File: config.mk
export PLATFORM = sky130hd
export DESIGN_NAME = addw_pipe
export DESIGN_NICKNAME = d
export VERILOG_FILES = /design/src/rtl/addw_pipe_pkg.sv /design/src/rtl/addw_pipe_dly.sv /design/src/rtl/addw_pipe.sv
export SDC_FILE = /design/constraint.sdc
export NUM_CORES = 1
export LEC_CHECK = 0
export BUFFER_PORTS_ARGS = -buffer_cell sky130_fd_sc_hd__buf_4
export CAP_MARGIN = 20
export CORE_MARGIN = 2
export CORE_UTILIZATION = 45
export CTS_CLUSTER_DIAMETER = 80
export DETAILED_ROUTE_END_ITERATION = 8
export GPL_TIMING_DRIVEN = 1
export PLACE_DENSITY = 0.65
export REMOVE_ABC_BUFFERS = 1
export SLEW_MARGIN = 20
export SYNTH_ARGS = -nofsm -noshare
export SYNTH_HDL_FRONTEND = slang
export SYNTH_SLANG_ARGS = --single-unit
File: constraint.sdc
create_clock -name clk -period 7.85 [get_ports clk]
set_clock_uncertainty 0.1 [all_clocks]
set_input_delay 0.785 -clock clk [delete_from_list [all_inputs] [get_ports clk]]
set_output_delay 0.785 -clock clk [all_outputs]
set_load 0.005 [all_outputs]
File: src/rtl/addw_pipe_pkg.sv
// Shared definitions for the pipelined add/accumulate unit.
package addw_pipe_pkg;

    // Operation encodings on the op port
    localparam logic [1:0] OP_ADD  = 2'b00;
    localparam logic [1:0] OP_SUB  = 2'b01;
    localparam logic [1:0] OP_ACC  = 2'b10;
    localparam logic [1:0] OP_LOAD = 2'b11;

    // Legal pipeline depth range
    localparam int unsigned STAGES_MIN = 1;
    localparam int unsigned STAGES_MAX = 4;

endpackage

File: src/rtl/addw_pipe_dly.sv
// Stallable delay line with synchronous reset; Depth 0 is a plain wire.
module addw_pipe_dly #(
    parameter int unsigned Width = 10,
    parameter int unsigned Depth = 1
) (
    input  logic             clk,
    input  logic             reset,
    input  logic             stall_i,
    input  logic [Width-1:0] d_i,
    output logic [Width-1:0] q_o
);

    if (Depth == 0) begin : g_pass
        assign q_o = d_i;
    end else begin : g_regs
        logic [Width-1:0] pipe_q [Depth];

        // Shift one slot per non-stalled edge; reset clears every slot
        always_ff @(posedge clk) begin
            if (reset) begin
                for (int k = 0; k < int'(Depth); k++) begin
                    pipe_q[k] <= '0;
                end
            end else if (!stall_i) begin
                pipe_q[0] <= d_i;
                for (int k = 1; k < int'(Depth); k++) begin
                    pipe_q[k] <= pipe_q[k-1];
                end
            end
        end

        assign q_o = pipe_q[Depth-1];
    end

endmodule

File: src/rtl/addw_pipe.sv
// Pipelined add/sub/accumulate unit with optional saturation, predicate and global stall.
module addw_pipe
    import addw_pipe_pkg::*;
#(
    parameter int unsigned width       = 16,
    parameter int unsigned stages      = 2,
    parameter bit          sat         = 1'b0,
    parameter bit          signed_mode = 1'b1
) (
    input  logic             clk,
    input  logic             reset,
    input  logic [width-1:0] i0,
    input  logic [width-1:0] i1,
    input  logic [1:0]       op,
    input  logic             pred,
    input  logic             stall,
    output logic [width-1:0] o0,
    output logic             o0_enable,
    output logic             ovf
);

    if (stages < STAGES_MIN || stages > STAGES_MAX) begin : g_bad_stages
        $error("addw_pipe: stages must be in 1..4");
    end
    if (width < 2) begin : g_bad_width
        $error("addw_pipe: width must be at least 2");
    end

    logic [width-1:0] acc_q, acc_d;
    logic [width-1:0] s1_data_q, s1_data_d;
    logic             s1_en_q, s1_en_d;
    logic             s1_ovf_q, s1_ovf_d;

    logic [width-1:0] opa, opb, sat_val;
    logic [width:0]   ext;
    logic             is_sub, ovf_raw;

    // Stage-1 compute: acc ops use acc as the primary operand and i0 as the addend
    always_comb begin
        is_sub  = (op == OP_SUB);
        opa     = (op == OP_ACC) ? acc_q : i0;
        opb     = (op == OP_ACC) ? i0 : i1;
        ext     = is_sub ? ({1'b0, opa} - {1'b0, opb}) : ({1'b0, opa} + {1'b0, opb});

        if (signed_mode) begin
            ovf_raw = (is_sub ? (opa[width-1] != opb[width-1]) : (opa[width-1] == opb[width-1]))
                      && (ext[width-1] != opa[width-1]);
            // Clamp direction follows the sign of the primary operand
            sat_val = opa[width-1] ? {1'b1, {(width-1){1'b0}}} : {1'b0, {(width-1){1'b1}}};
        end else begin
            ovf_raw = ext[width];
            sat_val = is_sub ? '0 : '1;
        end

        s1_en_d = pred;
        if (op == OP_LOAD) begin
            s1_data_d = i0;
            s1_ovf_d  = 1'b0;
        end else begin
            s1_data_d = (sat && ovf_raw) ? sat_val : ext[width-1:0];
            s1_ovf_d  = ovf_raw;
        end
    end

    // Accumulator next state: only valid, non-stalled acc/load ops write it
    always_comb begin
        acc_d = acc_q;
        if (pred && !stall && op[1]) begin
            acc_d = s1_data_d;
        end
    end

    // Stage-1 and accumulator registers
    always_ff @(posedge clk) begin
        if (reset) begin
            s1_data_q <= '0;
            s1_en_q   <= 1'b0;
            s1_ovf_q  <= 1'b0;
            acc_q     <= '0;
        end else begin
            acc_q <= acc_d;
            if (!stall) begin
                s1_data_q <= s1_data_d;
                s1_en_q   <= s1_en_d;
                s1_ovf_q  <= s1_ovf_d;
            end
        end
    end

    logic [width+1:0] dly_out;

    addw_pipe_dly #(
        .Width (width + 2),
        .Depth (stages - 1)
    ) u_dly (
        .clk     (clk),
        .reset   (reset),
        .stall_i (stall),
        .d_i     ({s1_ovf_q, s1_en_q, s1_data_q}),
        .q_o     (dly_out)
    );

    assign o0        = dly_out[width-1:0];
    assign o0_enable = dly_out[width];
    assign ovf       = dly_out[width+1];

endmodule

After elaboration in Yosys (flattened, before gate mapping)

Memories as Yosys holds them, arrays and structs flattened.
Cells that the tools add are included.

Flip-flop bits (word level): 34
Bits in latches: 0
Memory bits (writable): 18
Bits in read-only memories: 0
Input port bits: 38
Output and inout bits: 18
Word-level logic and storage cells: 31
Memories kept: 1

$add $sub $neg: 2
$mul: 0
Divide/modulo/power cells: 0
$lt $le $gt $ge: 0
Equal/unequal tests: 6
Shift operators: 0
Multiplexer cells: 13
Bitwise logic cells: 0
Reduce and logical (&&, ||, !) cells: 5

Memories:

| memory              | words | bits a word | read ports | clocked after Yosys merged registers in | write ports | line                | source |
|---|---|---|---|---|---|---|---|
| u_dly.g_regs.pipe_q | 1     | 18          | 1          | 0                                       | 1           | addw_pipe_dly.sv:16 | `logic [Width-1:0] pipe_q [Depth];` |

Operators by type and width:

| kind               | count |
|---|---|
| $mux 16            | 4 |
| $mux 18            | 1 |
| $reduce_or 18->1   | 1 |
| $add 16x16->16     | 1 |
| $sub 16x16->16     | 1 |
| $mux 1             | 8 |
| $eq 2x2->1 const B | 2 |
| $logic_and 1x1->1  | 3 |
| $eq 2x1->1 const B | 1 |
| $ne 1x1->1         | 2 |
| $eq 1x1->1         | 1 |
| $logic_not 1->1    | 1 |

Depth between registers and ports, before layout

Gate-level depths: netlist of the first run.

Depth after elaboration: 7
Gate-level depth with buffers: 19
Depth with buffers taken out: 17

Modules after synthesis

Synthesis of the first run repeated with hierarchy kept, for this count alone.

Cell total of the unflattened synthesis: 495
Area, all modules: 4061.4 um^2

Modules (own cells, without submodules):

| module        | instances | cells an instance | area an instance (um^2) | sequential area each (um^2) |
|---|---|---|---|---|
| addw_pipe     | 1         | 454               | 3275.6                  | 680.7 |
| addw_pipe_dly | 1         | 41                | 785.8                   | 540.5 |

Worst setup path before layout of the first run

No wires, ideal clock.

Path type: in2reg
Start point: input op[1]
End point: register s1_ovf_q
Library setup time: 0.117 ns
Arrival time: 4.232 ns
Data required time: 7.633 ns
Slack: 3.401 ns
Stages on the path: 18
Path buffers: 2
Path through: buf_6 -> nor2b_4 -> buf_6 -> mux2i_1 -> nand4b_2 -> nor2_1 -> and4b_1 -> maj3_1 -> inv_1 -> o21ai_0 -> ha_1 -> a21oi_1 -> a21bo_2 -> a31oi_1 -> o21ai_0 -> xnor2_1 -> xnor2_1 -> a32o_1

Cells in the longest elaborated chain, start to end: 7
Elaborated cells between the ends (all ways): 14
Classes of those cells: add/sub: 2; eq/ne: 6; mux: 5; reduce/logical: 1

Ends and longest elaborated chain:

| element                                                 | line                             | source |
|---|---|---|
| start, declared                                         | addw_pipe.sv:14                  | `input logic [1:0] op,` |
| $eq 2x2->1                                              | addw_pipe.sv:41, addw_pipe.sv:42 |  |
| $mux 16 (on tied branches)                              | addw_pipe.sv:41, addw_pipe.sv:42 |  |
| $add 16x16->16 / $sub 16x16->16 (equally long branches) | addw_pipe.sv:43                  | `ext = is_sub ? ({1'b0, opa} - {1'b0, opb}) : ({1'b0, opa} + {1'b0, opb});` |
| $mux 16                                                 | addw_pipe.sv:43                  |  |
| $ne 1x1->1                                              | addw_pipe.sv:47                  | `&& (ext[width-1] != opa[width-1]);` |
| $logic_and 1x1->1                                       | addw_pipe.sv:47                  |  |
| $mux 1 *                                                | addw_pipe.sv:56                  | `if (op == OP_LOAD) begin` |
| end signal, assigned                                    | addw_pipe.sv:85                  | `s1_ovf_q <= s1_ovf_d;` |
| end, declared                                           | addw_pipe.sv:32                  | `logic s1_ovf_q, s1_ovf_d;` |

Mark *: on every way between the ends. The rest lies on a longest branch, timed or not.
A chain may end at the register's enable or synchronous reset.

Final worst setup path of the first run

Ends and elaborated chain as after synthesis.

==> results.json, run 1 <==
{
  "drc": 0,
  "cts_buffers": 5,
  "grt_pass1_vias": 3123,
  "r2r_end": "acc_q[10]",
  "post-synth-top-count-cell": "nand2_1",
  "path_class": "primary input to flip-flop",
  "design.die.area_um2": 9350,
  "tightestPinTransition_ns": 0.854,
  "max_slew_margin_pct": 43.1,
  "grt_pass1_wl_um": 15600,
  "yosys_warnings": 0,
  "pre_cts_ws_ns": 2.27,
  "drv_cap": 0,
  "fmax_ghz": 0.188,
  "clock_latency_ns": 0.30,
  "antenna_found_initial": 0,
  "initial_core_util_pct": 46.8,
  "vdd_ir_drop_max_uv": 71.8,
  "status": "completed",
  "holdPathEnd": "s1_data_q[15]",
  "fin_tns_setup_ns": 0,
  "worstHoldStart": "s1_data_q[15]",
  "max-clock-path-buffers": 2,
  "path_clk_slew_ns": 0.09,
  "crit_path_end_kind": "flip-flop",
  "dp.final_hpwl_um": 6990,
  "yosysTopAreaCell": "dfxtp_1",
  "cts_root_buf": "clkbuf_8",
  "postSynth.asyncResetShare_pct": 0,
  "io_buffers": 55,
  "period_share_pct": 67.6,
  "diodes": 0,
  "hold_viol_final": 0,
  "core_um2": 8260,
  "synth.area.top_cells": "dfxtp_1 18%, edfxtp_1 14%, nand2_1 7.2%, mux2i_1 6.7%, nor2_1 6.7%",
  "fin_nets": 576,
  "gp_congestion": 0.952,
  "wl_per_cell_um": 14.7,
  "drt_first_pass_iters": 4,
  "rows": 33,
  "grt_overflow": 0,
  "cts_setup_buffers": 0,
  "yosysUniqueCellTypes": 58,
  "ant_nets": 0,
  "rsz0062_at_grt": "no",
  "layout_setup_ws_ns": 2.54,
  "final_area_um2": 4400,
  "syn_inst": 486,
  "post_cts_resized": 0,
  "grt_usage_pct": 19.7,
  "first_iter_violations": 221,
  "reg2regPathDepth": 12,
  "hold_buffers": 0,
  "synth-edff-count": 18,
  "placed_area_um2": 4300,
  "report.final.slew_viol_count": 0,
  "area_growth_pct": 13.8,
  "finalSetupViolCount": 0,
  "power.leakage_nw": 1.92,
  "drive_gt1_share_pct": 14.1,
  "vias": 3414,
  "fillers": 834,
  "path_max_fanout": 29,
  "routed_via_density": 5.44,
  "synthFlopType": "dfxtp_1",
  "synth_area_um2": 3870,
  "boundaryPins": 56,
  "hp-class": "flip-flop to flip-flop",
  "worstHoldPathCells": 2,
  "synth_common_cells": "74 x nand2_1, 69 x nor2_1, 34 x a21oi_1, 34 x dfxtp_1, 34 x o21ai_0",
  "min_period_ns": 5.31,
  "die_x_um": 96.7,
  "clock_sinks": 52,
  "htree_num_levels": 2,
  "cts_tree": "done",
  "syn_area_per_cell_um2": 7.96,
  "p_per_area_nw_per_um2": 170,
  "r2r_start": "acc_q[0]",
  "wl_um": 9210,
  "crit_required_ns": 7.95,
  "dieHeight_um": 96.7,
  "ys_ff_latch": 52,
  "crit_path_start_kind": "primary input",
  "ys_seq_area_share_pct": 31.6,
  "cp.arrival_ns": 5.40,
  "synth_top_area_share_pct": 17.6,
  "grt_max_degree": 35,
  "rrSetupSlack_ns": 4.73
}
==> worst max-delay path by stage <==
stage                     start            end  cells after the start
after floorplan           op[0]       s1_ovf_q                     16
after global placement    op[1]       s1_ovf_q                     17
after detailed placement  op[1]       s1_ovf_q                     17
after CTS                 op[1]       s1_ovf_q                     17
after global routing      op[1]  s1_data_q[13]                     17
final                     op[1]       s1_ovf_q                     17
==> final cells by class <==
cell class | instances | area, um2 | area share (%)
Tap cell | 105 | 131 | 2.98
Timing Repair Buffer | 58 | 435 | 9.89
Sequential cell | 52 | 1220 | 27.7
Inverter | 9 | 33.8 | 0.767
Clock inverter | 2 | 35.0 | 0.796
Clock buffer | 6 | 72.6 | 1.65
Multi-Input combinational cell | 396 | 2470 | 56.2
==> where the power goes <==
group	internal, mW	switching, mW	total [mW]
clock network	0.0947	0.0838	0.178
logic	0.114	0.147	0.261
registers	0.301	0.00953	0.311
total	0.510	0.240	0.750
==> critical path, stage by stage <==
cell	delay, ns
buf_4	0.29
nor2b_4	0.61
mux2i_1	0.46
nand4b_2	0.33
nor2_1	0.37
and4b_1	0.30
maj3_1	0.18
inv_1	0.03
o21ai_0	0.14
ha_1	0.29
a21oi_1	0.23
a21bo_2	0.26
a31oi_1	0.30
o21ai_0	0.19
xnor2_1	0.25
xnor2_1	0.12
a32o_1	0.26
==> sequential cells by signal, summed over array words and instances, names as in the netlist <==
name and flops:
acc_q 16, s1_en_q 1, s1_ovf_q 1, u_dly.g_regs.pipe_q 18, s1_data_q 16
==> cell families (layout without fill, tap and decap cells) <==
kind of cell             Yosys count  after routing  share of synthesized area, %
AND/OR/NAND/NOR                  199            199                          24.0
adder cells (fa/ha/maj)           21             21                          6.66
flip-flops                        52             52                          31.6
XOR/XNOR                          25             25                          5.66
AO/OA/AOI/OAI                    124            124                          20.6
buffers and inverters             38             75                          4.46
multiplexers                      27             27                          7.02
==> per-layer routing <==
metal  vias to the layer above  track usage (%)  part of all wire (%)
met5                         -                0                     0
met4                         0             5.42                   1.4
met3                         9             1.73                   5.4
met2                       105             30.1                    43
met1                      1515             29.8                    50
li1                       1785                -                     -
==> per-stage QoR <==
stage / util [%] / instances / power, mW / hold WS (ns)
floorplan: - / 457 / 0.493 / 0.317
global placement: 52.0 / 620 / 0.571 / 0.333
detailed placement: 52.0 / 620 / 0.575 / 0.341
CTS: 53.3 / 628 / 0.753 / 0.361
global route: 53.3 / 628 / 0.800 / 0.408
finish: 53.3 / 628 / 0.750 / 0.357
==> cells in the final DEF (no fill, tap or decap), types with 2 or more instances in the layout <==
cell type | Yosys | final
nor2b_1 | 3 | 3
or3_1 | 3 | 3
and4b_1 | 2 | 2
mux2i_1 | 26 | 26
inv_1 | 6 | 6
buf_4 | 0 | 58
ha_1 | 15 | 15
o21ai_0 | 34 | 34
edfxtp_1 | 18 | 18
xor2_1 | 7 | 7
and3_1 | 3 | 3
a211oi_1 | 13 | 13
nand3_1 | 5 | 5
maj3_1 | 5 | 5
nor3_1 | 6 | 6
a22oi_1 | 3 | 3
xnor2_1 | 18 | 18
a21o_1 | 9 | 9
clkinv_1 | 3 | 3
a311oi_1 | 4 | 4
o21bai_1 | 3 | 3
a21oi_1 | 34 | 34
nand2b_1 | 3 | 3
clkbuf_8 | 0 | 5
dfxtp_1 | 34 | 34
o31ai_1 | 5 | 5
o22ai_1 | 5 | 5
nand2_1 | 74 | 74
and2_1 | 19 | 19
a31oi_1 | 2 | 2
nor2_1 | 69 | 69
(Power assumes the default switching activity.)
==> run 2, diff against run 1 <==
Clock period 7.85 ns to 5.2 ns, I/O delays scaled along.
==> run 2 against run 1 <==
  * Core utilization increased by 0.41 points
  * Cell count increased by 0.64%
  * Non-clock buffer count increased by 4
  * Largest cell class unchanged
  * Clock power increased by 53%
  * First-iteration DRC count decreased by 4.5%
  * Sequential share of layout area decreased by 0.21 points
  * Routed wire length decreased by 0.88%
  * Setup slack got worse by 2.0 ns
  * Global-route usage decreased by 0.31 points
  * Critical path depth unchanged
  * Combinational power increased by 52%
==> results.json, run 2 (synthesis gave the netlist of run 1 again) <==
{
  "report.final.slew_viol_count": 0,
  "first_iter_violations": 211,
  "grt_overflow": 0,
  "r2r_start": "acc_q[0]",
  "hp-class": "flip-flop to flip-flop",
  "tightestPinTransition_ns": 0.866,
  "cts_tree": "done",
  "fillers": 819,
  "die_x_um": 96.7,
  "whs_ns": 0.358,
  "vias": 3450,
  "gp_congestion": 0.916,
  "drive_gt1_share_pct": 15.0,
  "initial_core_util_pct": 46.8,
  "multi_input_area_um2": 2470,
  "max-clock-path-buffers": 2,
  "use_met1_pct": 28.1,
  "clock_sinks": 52,
  "fmax_ghz": 0.216,
  "p_per_area_nw_per_um2": 256,
  "reg2regPathDepth": 12,
  "holdPathEnd": "s1_data_q[15]",
  "grt_pass1_vias": 3105,
  "io_buffers": 55,
  "diodes": 0,
  "p_switching_mw": 0.367,
  "reg_top3": "u_dly.g_regs.pipe_q: 18 flops, acc_q: 16 flops, s1_data_q: 16 flops",
  "seqCellArea_um2": 1220,
  "wl_per_cell_um": 14.4,
  "boundaryPins": 56,
  "power.sequential.fraction_pct": 41.1,
  "grt-busiest-layer": "met2",
  "wl_um": 9130,
  "drt_first_pass_iters": 5,
  "drc": 0,
  "period_share_pct": 88.9,
  "swShare_pct": 32.2,
  "post_cts_resized": 0,
  "grt_max_degree": 35,
  "grt_usage_pct": 19.4,
  "rows": 33,
  "cts_buffers": 5,
  "clock_latency_ns": 0.30,
  "routed_via_density": 5.46,
  "design.die.area_um2": 9350,
  "hold_viol_final": 0,
  "p_comb_share_pct": 34.9,
  "layout_commonest_cell": "nand2_1",
  "cts_root_buf": "clkbuf_8",
  "dieHeight_um": 96.7,
  "max_slew_margin_pct": 42.3,
  "top_register": "u_dly.g_regs.pipe_q",
  "cp.arrival_ns": 4.74,
  "rrSetupSlack_ns": 2.17,
  "core_um2": 8260,
  "area_growth_pct": 14.7,
  "path_clk_slew_ns": 0.09,
  "internal_power_mw": 0.771,
  "drv_cap": 0,
  "crit_required_ns": 5.32,
  "path_class": "primary input to flip-flop",
  "fin_nets": 580,
  "r2r_end": "acc_q[10]",
  "clockPowerShare_pct": 24.0,
  "status": "completed",
  "layout_common_cells": "74 x nand2_1, 69 x nor2_1, 62 x buf_4",
  "rsz0062_at_grt": "no",
  "cts_setup_buffers": 0,
  "grtUsageMet2_pct": 31.0,
  "vdd_ir_drop_max_uv": 96.9,
  "grt_pass1_wl_um": 15200,
  "min_period_ns": 4.62,
  "ant_nets": 0,
  "path_max_fanout": 29,
  "fin_tns_setup_ns": 0,
  "worstHoldPathCells": 2,
  "power.leakage_nw": 1.94,
  "power_mw": 1.14,
  "htree_num_levels": 2,
  "finalSetupViolCount": 0,
  "antenna_found_initial": 0,
  "grtUsageMet3_pct": 1.59,
  "crit_path_end_kind": "flip-flop",
  "hold_buffers": 0,
  "largest_reg_flops": 18,
  "dp.final_hpwl_um": 7050,
  "crit_path_start_kind": "primary input",
  "worstHoldStart": "s1_data_q[15]"
}
[run 2: cell count changes in the layout (fill, tap and decap cells not counted)]
cell	delta
clkinvlp_4	+1
clkbuf_1	-1
buf_4	+4
[run 2: how the worst max path moves through the flow]
stage | start | endpoint | slack, ns | cells past startpoint
finish | op[1] | acc_q[15] | 0.58 | 17
global route | op[1] | acc_q[15] | 0.03 | 17
CTS | op[1] | acc_q[15] | 0.63 | 17
detailed placement | op[1] | s1_ovf_q | 0.32 | 17
global placement | op[1] | s1_ovf_q | 0.52 | 17
floorplan | op[0] | s1_ovf_q | 0.58 | 16
[run 2: through the flow]
stage	util (%)	std cells	worst slack (ns)	cell area, um2
2_1_floorplan	-	457	0.578	3730
3_3_place_gp	52.4	624	0.522	4330
3_5_place_dp	52.4	624	0.319	4330
4_1_cts	53.7	632	0.633	4440
5_1_grt	53.7	632	0.0305	4440
6_report	53.7	632	0.577	4440
[run 2: layout make-up]
class / count / share of cell area [%]
well taps: 105 / 2.96
inverters: 9 / 0.761
flip-flops and latches: 52 / 27.5
repair buffers: 62 / 10.5
clock inverters: 3 / 0.959
multi-input cells: 396 / 55.8
clock buffers: 5 / 1.55
[run 2: critical path, cell delays in order]
cell      delay, ns
buf_4          0.28
nor2b_4        0.28
mux2i_1        0.41
nand4b_2       0.34
nor2_1         0.37
and4b_1        0.29
maj3_1         0.17
inv_1          0.03
o21ai_0        0.15
ha_1           0.29
a21oi_1        0.22
a21bo_2        0.25
a31oi_1        0.29
o21ai_0        0.20
xnor2_1        0.23
mux2i_1        0.13
a211oi_1       0.26
[run 2: power groups by stage]
stage | clock network [mW] | registers (mW) | logic, mW
6_report | 0.273 | 0.468 | 0.397
3_3_place_gp | 0 | 0.476 | 0.388
2_1_floorplan | 0 | 0.475 | 0.270
5_1_grt | 0.296 | 0.472 | 0.444
3_5_place_dp | 0 | 0.477 | 0.394
4_1_cts | 0.279 | 0.468 | 0.395
[run 2: layer usage]
layer  vias up  share of wire, %  routed length [um]
met5         -                 0                   0
li1       1798                 -                   -
met4         0               1.0                  92
met1      1563                51                4650
met2        82                44                3980
met3         7               4.5                 407
==> run 3, diff against run 2 <==
Settings changed: PLACE_DENSITY 0.65 to 0.68.
==> run 3 against run 2 <==
  * Clock-buffer cell count did not move
  * Critical path depth did not move
  * Via count rose by 2.9%
  * Maximum frequency rose by 8.1%
  * Flip-flop and latch count did not move
  * Setup slack improved by 0.35 ns
  * Hold slack improved by 0.0025 ns
  * Critical endpoint unchanged
  * Largest power group unchanged
==> results.json, run 3 (synthesis gave the netlist of run 1 again) <==
{
  "status": "completed",
  "dieHeight_um": 96.7,
  "first_iter_violations": 189,
  "boundaryPins": 56,
  "initial_core_util_pct": 46.8,
  "path_max_fanout": 7,
  "fin_tns_setup_ns": 0,
  "cts_tree": "done",
  "core_um2": 8260,
  "layoutNonFillerInstCount": 637,
  "design.die.area_um2": 9350,
  "wl_per_cell_um": 14.8,
  "max_slew_margin_pct": 43.7,
  "area_growth_pct": 15.8,
  "largest_reg_flops": 18,
  "cts_buffers": 5,
  "grt_pass1_wl_um": 15800,
  "report.final.slew_viol_count": 0,
  "htree_num_levels": 2,
  "hold_buffers": 0,
  "post_cts_resized": 0,
  "layout_commonest_cell": "nand2_1",
  "ant_nets": 0,
  "power_mw": 1.15,
  "cp.arrival_ns": 4.40,
  "finalSetupViolCount": 0,
  "crit_path_start_kind": "primary input",
  "fin_nets": 585,
  "hold_viol_final": 0,
  "clock_latency_ns": 0.31,
  "hp-class": "flip-flop to flip-flop",
  "final_area_um2": 4480,
  "period_share_pct": 82.3,
  "rrSetupSlack_ns": 2.05,
  "drt_first_pass_iters": 5,
  "grt_usage_pct": 20.0,
  "cts_setup_buffers": 0,
  "grt_max_degree": 35,
  "tightestPinTransition_ns": 0.844,
  "placed_area_um2": 4360,
  "path_class": "primary input to flip-flop",
  "rsz0062_at_grt": "no",
  "layout_common_cells": "74 x nand2_1, 69 x nor2_1, 67 x buf_4",
  "p_per_area_nw_per_um2": 257,
  "vdd_ir_drop_max_uv": 109,
  "drc": 0,
  "top_register": "u_dly.g_regs.pipe_q",
  "max-clock-path-buffers": 2,
  "crit_required_ns": 5.32,
  "rows": 33,
  "gp_congestion": 0.979,
  "min_period_ns": 4.28,
  "cts_root_buf": "clkbuf_8",
  "crit_path_end_kind": "flip-flop",
  "drv_cap": 0,
  "vias": 3550,
  "io_buffers": 55,
  "grt_overflow": 0,
  "clock_sinks": 52,
  "post-place-cells": 629,
  "grt_pass1_vias": 3287,
  "reg_top3": "u_dly.g_regs.pipe_q: 18 flops, acc_q: 16 flops, s1_data_q: 16 flops",
  "wl_um": 9450,
  "power.leakage_nw": 1.96,
  "fmax_ghz": 0.234,
  "die_x_um": 96.7,
  "routed_via_density": 5.57,
  "path_clk_slew_ns": 0.09,
  "whs_ns": 0.361,
  "fillers": 804,
  "drive_gt1_share_pct": 15.8,
  "dp.final_hpwl_um": 7330,
  "diodes": 0,
  "antenna_found_initial": 0
}
## run 3: cell types whose count changed in the layout (fill, tap and decap cells not counted)
cell | before | now
buf_4 | 62 | 67
clkinv_2 | 1 | 0
inv_6 | 0 | 1
## run 3: layout make-up
class / count / area (um2) / share of cell area (%)
well taps: 105 / 131 / 2.93
repair buffers: 67 / 503 / 11.2
clock inverters: 3 / 46.3 / 1.03
clock buffers: 5 / 68.8 / 1.54
flip-flops and latches: 52 / 1220 / 27.3
inverters: 9 / 33.8 / 0.754
multi-input cells: 396 / 2470 / 55.2
## run 3: path summary, 6_finish.rpt
path | from | to | cells after the start
worst min register to register | s1_data_q[2] | s1_data_q[2] | 2
worst max-delay path | op[1] | acc_q[15] | 17
worst max register to register | acc_q[0] | acc_q[10] | 12
worst min-delay path | s1_data_q[2] | s1_data_q[2] | 2
## run 3: critical path, stage by stage
cell	delay (ns)
buf_4	0.15
nor2b_4	0.23
mux2i_1	0.41
nand4b_2	0.18
nor2_1	0.31
and4b_1	0.31
maj3_1	0.18
inv_1	0.03
o21ai_0	0.17
ha_1	0.30
a21oi_1	0.24
a21bo_2	0.25
a31oi_1	0.29
o21ai_0	0.18
xnor2_1	0.24
mux2i_1	0.14
a211oi_1	0.24
## run 3: layer usage
layer	track usage [%]	vias to the layer above	share of wire, %
met3	2.02	16	5.8
met2	32.1	117	44
met4	6.61	0	2.4
met5	0	-	0
li1	-	1807	-
met1	28.3	1610	47
## run 3: power breakdown
group | switching, mW | internal [mW] | total (mW)
clock | 0.134 | 0.145 | 0.279
combinational | 0.228 | 0.176 | 0.404
sequential | 0.0134 | 0.454 | 0.468
## run 3: through the flow
| stage | util (%) | setup WS (ns) |
|---|---|---|
| after floorplan | - | 0.578 |
| after global placement | 52.8 | 0.811 |
| after detailed placement | 52.8 | 0.672 |
| after CTS | 54.2 | 1.01 |
| after global routing | 54.2 | 0.590 |
| final | 54.2 | 0.922 |
